==> config.mk <==
export PLATFORM = sky130hd
export DESIGN_NAME = mem_arbiter
export DESIGN_NICKNAME = d
export VERILOG_FILES = /design/src/rtl/mem_arbiter_pkg.sv /design/src/rtl/arb_starve_ctr.sv /design/src/rtl/mem_arbiter.sv
export SDC_FILE = /design/constraint.sdc
export NUM_CORES = 1
export LEC_CHECK = 0
export ABC_AREA = 1
export CORE_AREA = 2 2 104 106
export DETAILED_ROUTE_END_ITERATION = 16
export DIE_AREA = 0 0 106 108
export GPL_ROUTABILITY_DRIVEN = 0
export SLEW_MARGIN = 0
export SYNTH_ARGS = -nofsm -noshare
export SYNTH_HDL_FRONTEND = slang
export SYNTH_HIERARCHICAL = 1
export SYNTH_SLANG_ARGS = --single-unit
==> constraint.sdc <==
create_clock -name CLK -period 1.3 [get_ports CLK]
set_clock_uncertainty 0.05 [all_clocks]
set_input_delay 0.26 -clock CLK [delete_from_list [all_inputs] [get_ports CLK]]
set_output_delay 0.26 -clock CLK [all_outputs]
set_load 0.1 [all_outputs]
==> src/rtl/mem_arbiter_pkg.sv <==
// Shared types for the instruction/data RAM arbiter.
// Fair arbitration is enabled with MEM_ARB_FAIR_EN.
package mem_arbiter_pkg;

   typedef logic [31:0] word_t;

   typedef enum logic [1:0] {
      FREE   = 2'd0,
      BUSY   = 2'd1,
      ACCESS = 2'd2,
      ERROR  = 2'd3
   } ramstate_t;

   typedef enum logic [1:0] {
      IDLE  = 2'd0,
      GNT_D = 2'd1,
      GNT_I = 2'd2
   } arb_state_t;

   localparam int unsigned STREAK_W = 3;

endpackage

==> src/rtl/arb_starve_ctr.sv <==
// Saturating count of consecutive D grants taken while I waits.
// Only present when MEM_ARB_FAIR_EN is defined.
`ifdef MEM_ARB_FAIR_EN
module arb_starve_ctr
   import mem_arbiter_pkg::*;
#(
   parameter int unsigned MAX = 4
) (
   input  logic clk_i,
   input  logic rst_i,
   input  logic inc_i,
   input  logic clr_i,
   output logic sat_o
);

   localparam logic [STREAK_W-1:0] MAX_C = STREAK_W'(MAX);

   logic [STREAK_W-1:0] cnt_q, cnt_d;

   assign sat_o = (cnt_q == MAX_C);

   always_comb begin
      cnt_d = cnt_q;
      if (clr_i)
         cnt_d = '0;
      else if (inc_i && !sat_o)
         cnt_d = cnt_q + 1'b1;
   end

   always_ff @(posedge clk_i) begin
      if (rst_i)
         cnt_q <= '0;
      else
         cnt_q <= cnt_d;
   end

endmodule
`endif

==> src/rtl/mem_arbiter.sv <==
// Single-port RAM arbiter between fetch (I) and data (D), D first.
// MEM_ARB_FAIR_EN bounds how long I can be starved by D.
module mem_arbiter
   import mem_arbiter_pkg::*;
#(
   parameter int unsigned WORD_W      = 32,
   parameter int unsigned MAX_DSTREAK = 4
) (
   input  logic              CLK,
   input  logic              RST,
   input  logic              iREN,
   input  logic [WORD_W-1:0] iaddr,
   output logic              iwait,
   output logic [WORD_W-1:0] iload,
   input  logic              dREN,
   input  logic              dWEN,
   input  logic [WORD_W-1:0] daddr,
   input  logic [WORD_W-1:0] dstore,
   output logic              dwait,
   output logic [WORD_W-1:0] dload,
   output logic              ramREN,
   output logic              ramWEN,
   output logic [WORD_W-1:0] ramaddr,
   output logic [WORD_W-1:0] ramstore,
   input  logic [WORD_W-1:0] ramload,
   input  logic [1:0]        ramstate
);

   arb_state_t state_q, state_d;
   ramstate_t  rs;
   logic       dreq;
   logic       force_i;
   logic       take_d;
   logic       take_i;
   logic       in_idle;

   assign rs      = ramstate_t'(ramstate);
   assign dreq    = dREN | dWEN;
   assign in_idle = (state_q == IDLE);
   assign take_d  = dreq & ~force_i;
   assign take_i  = iREN & ~take_d;

`ifdef MEM_ARB_FAIR_EN
   logic sat;

   arb_starve_ctr #(
      .MAX (MAX_DSTREAK)
   ) u_starve_ctr (
      .clk_i (CLK),
      .rst_i (RST),
      .inc_i (in_idle & take_d & iREN),
      .clr_i (in_idle & ~(take_d & iREN)),
      .sat_o (sat)
   );

   assign force_i = iREN & sat;
`else
   logic unused_cfg;

   assign unused_cfg = ^MAX_DSTREAK;
   assign force_i    = 1'b0;
`endif

   assign iload = ramload;
   assign dload = ramload;

   // Outputs are gated by RST so a transfer dies in the reset cycle.
   always_comb begin
      state_d  = state_q;
      iwait    = 1'b1;
      dwait    = 1'b1;
      ramREN   = 1'b0;
      ramWEN   = 1'b0;
      ramaddr  = '0;
      ramstore = '0;
      if (!RST) begin
         unique case (state_q)
            IDLE: begin
               if (take_d)
                  state_d = GNT_D;
               else if (take_i)
                  state_d = GNT_I;
            end
            GNT_D: begin
               if (!dreq) begin
                  state_d = IDLE;
               end else begin
                  ramWEN   = dWEN;
                  ramREN   = dREN & ~dWEN;
                  ramaddr  = daddr;
                  ramstore = dstore;
                  if (rs == ACCESS) begin
                     dwait   = 1'b0;
                     state_d = IDLE;
                  end
               end
            end
            GNT_I: begin
               if (!iREN) begin
                  state_d = IDLE;
               end else begin
                  ramREN  = 1'b1;
                  ramaddr = iaddr;
                  if (rs == ACCESS) begin
                     iwait   = 1'b0;
                     state_d = IDLE;
                  end
               end
            end
            default: state_d = IDLE;
         endcase
      end
   end

   always_ff @(posedge CLK) begin
      if (RST)
         state_q <= IDLE;
      else
         state_q <= state_d;
   end

endmodule
==> parameters.txt <==
Parameter                              Value

Routing
  Post-Route WL ... 7.75 mm
  Total number of vias ... 2247
  Wire length per cell ... 13.9 um
  Detailed-route DRC error count ... 0
  Post-DRT Antenna Nets ... 0
  Number of DRC markers after the initial detailed-route iteration ... 52
  Count of TritonRoute iterations in the first routing pass ... 4
  Routed vias/inst ... 4.03

Critical path
  Critical path class ... reg2out
  Critical path required time ... 0.99 ns
  Largest fanout on the critical path ... 8
  Cell breakdown of the critical path ... inv_4 > ha_4 > o21ai_4 > clkinv_4 > clkbuf_16 > buf_6 > nand3_4 > buf_12
  CP endpoint kind ... output port
  Cell at the slowest stage of the critical path ... dfxtp_4
  Startpoint type of the worst setup path ... register
  Worst path arrival time ... 1.54 ns
  Worst stage delay on the critical path ... 0.35 ns

Pwr
  Fraction of power consumed by sequential logic ... 0.034
  Worst vdd ir ... 0.000194 V
  Sw Share ... 0.491
  Part of the total power dissipated in the clock network ... 0.118
  Internal power component ... 0.00114 W
  Overall power after layout ... 0.00225 W
  Switching power summed over all nets ... 0.00110 W
  Leakage power of the design ... 1.75 nW
  Total power density per cell area ... 454 nW/um^2
  Comb pwr share ... 0.848

Run
  # Max-Cap Violations ... 0

Cells and area
  Number of flip-flops in the largest register ... 2
  Register with the most flip-flops ... state_q
  Most common cell after layout, fill and taps aside ... clkdlybuf4s50_1
  Final-stage net count ... 561
  Diodes inserted ... 0
  Fill cell total of the finished layout ... 958
  Synthesis-to-layout area growth ... 196%
  Post-route cell area ... 4950 um^2
  Commonest non-fill, non-tap cells in the layout ... 99 x clkdlybuf4s50_1, 78 x buf_12, 73 x nand2_1
  Proportion of layout cells with a drive suffix above 1 ... 0.556
  Largest registers ... state_q: 2 flops

Timing
  Highest attainable clock frequency ... 540 MHz
  Slew @ Worst Pin ... 0.269 ns
  Final count of negative-setup-slack endpoints ... 70
  PnR worst setup slack ... -0.552 ns
  Slew Limit Fails ... 0
  Slew headroom ... 0.820
  Tcrit/Tclk final ... 1.42
  RSZ-0062 raised after global routing ... yes
  Time the worst path needs with I/O delays and setup ... 1.85 ns
  Number of hold violations in the final report ... 0

Global route
  Antenna violations before repair ... 0
  GR Overflow Total ... 0
  Total GRT Usage ... 0.113
  Vias in the first global route ... 2279
  Wire length of the first global-routing pass ... 10.5 mm
  Maximum number of pins on one net before global-route repair ... 34

Synth
  Warnings from Yosys ... 6
  Xor/xnor cell area share of the yosys netlist ... 0
  Syn_nets ... 422
  Adder and majority cell fraction of the synthesized area ... 0.0299
  Cells after Synth ... 283
  Number of distinct library cells after synthesis ... 19
  Simple logic cell fraction of the synthesized area ... 0.376
  Post-synthesis sequential element count ... 2
  Multiplexer area fraction after synthesis ... 0
  Post-Syn Area per Cell ... 5.92 um^2
  Syn Std Cell Area ... 1680 um^2
  Share of the yosys chip area belonging to registers ... 0.0239
  Main combinational cell family by area after synthesis ... buffers and inverters
  Synthesized-area fraction occupied by ao, oa, aoi and oai cells ... 0.178

Status
  Failing checks ... negative setup slack
  Outcome ... finished with violations

Clocking
  Number of sinks driven by the clock tree ... 2
  Insertion delay to the later sink of the worst-skew pair ... 0.22 ns
  Maximum buffer depth of the clock tree ... 2
  Hold-fix buffers, CTS ... 0
  Clock tree from TritonCTS ... built
  Total CTS buffers ... 3
  CTS H-tree depth ... 1
  Clock transition time at the flip-flop clock pins of the worst setup and hold paths ... 0.03 ns
  Cell at the root of the clock tree ... clkbuf_8

Place
  Place WS ... -0.644 ns
  Hpwl dp ... 6.06 mm
  Port Buffer Count ... 170
  Placed inst area ... 4530 um^2

Floorplan
  Die X ... 106 um
  Starting density of the core ... 0.164
  I/O pin cnt ... 267
  Area of the die ... 11400 um^2
  Floorplan row count ... 37
  Die Y ... 108 um
  Placeable core region ... 10200 um^2

Min path
  Class of the most critical hold timing path ... in2reg
==> final timing paths <==
path / from / endpoint / slack (ns) / depth (start not counted)
worst min register to register: state_q[1] / state_q[1] / 0.57 / 3
worst min-delay path: iREN / state_q[1] / 0.45 / 4
worst max register to register: state_q[1] / state_q[1] / -0.20 / 10
worst max-delay path: state_q[1] / dwait / -0.55 / 8
==> power groups by stage <==
stage	Combinational, W	Sequential, W	Clock (W)
floorplan	0.00196	0.0000780	0
global placement	0.00173	0.0000782	0
detailed placement	0.00174	0.0000784	0
CTS	0.00180	0.0000778	0.000273
global route	0.00200	0.0000777	0.000279
finish	0.00191	0.0000767	0.000265
==> area by class of cell <==
cell class / count / area, um^2 / area share
sequential: 2 / 47.5 / 0.00960
clock buffer: 4 / 45.0 / 0.00909
timing repair inverter: 3 / 38.8 / 0.00783
multi-input combinational: 192 / 1650 / 0.334
inverter: 10 / 62.6 / 0.0126
tap: 136 / 170 / 0.0343
timing repair buffer: 210 / 2940 / 0.593
==> cell usage after synthesis, drive strengths merged <==
master / instances / area share
a21oi: 35 / 0.17
buf: 79 / 0.37
clkinv: 1 / 0.0030
dfxtp: 2 / 0.024
ha: 4 / 0.030
inv: 9 / 0.022
nand2: 110 / 0.28
nand3: 3 / 0.0090
nor2: 38 / 0.088
o21ai: 2 / 0.0082
==> logic make-up (layout without fill, tap and decap cells) <==
logic type	count (synthesis)	in the layout
buffers and inverters	89	227
AND/OR/NAND/NOR	151	151
AO/OA/AOI/OAI	37	37
flip-flops	2	2
adder cells (fa/ha/maj)	4	4
==> repair_timing <==
item / CTS / global route
pin swaps: 2 / 33
endpoints found under the setup margin: 70 / 70
resized for setup: 14 / 25
hold endpoints to repair: 0 / 0
setup buffers: 1 / 7
cloned: 2 / 6
==> routing by layer <==
| layer | routed length [um] | vias up | track usage |
|---|---|---|---|
| met3 | 698 | 27 | 0.0313 |
| met2 | 4090 | 128 | 0.220 |
| met1 | 2810 | 1008 | 0.115 |
| li1 | - | 1084 | - |
| met4 | 145 | 0 | 0.0395 |
| met5 | 0 | - | 0 |
==> through the flow <==
| step | utilization | hold WS, ns | TNS (ns) | std cells |
|---|---|---|---|---|
| floorplan | - | 0.269 | -31.09 | 283 |
| global placement | 0.443 | 0.471 | -41.26 | 538 |
| detailed placement | 0.443 | 0.471 | -42.14 | 538 |
| CTS | 0.459 | 0.471 | -36.09 | 545 |
| global route | 0.484 | 0.470 | -39.03 | 557 |
| finish | 0.484 | 0.448 | -35.26 | 557 |
==> worst max-delay path: cells and delay by family, from the launching register on <==
kind,cells,cell delay [ns]
AO/OA/AOI/OAI,1,0.08
buffers and inverters,5,0.68
AND/OR/NAND/NOR,1,0.05
flip-flops,1,0.35
adder cells (fa/ha/maj),1,0.16
(Power assumes the default switching activity.)
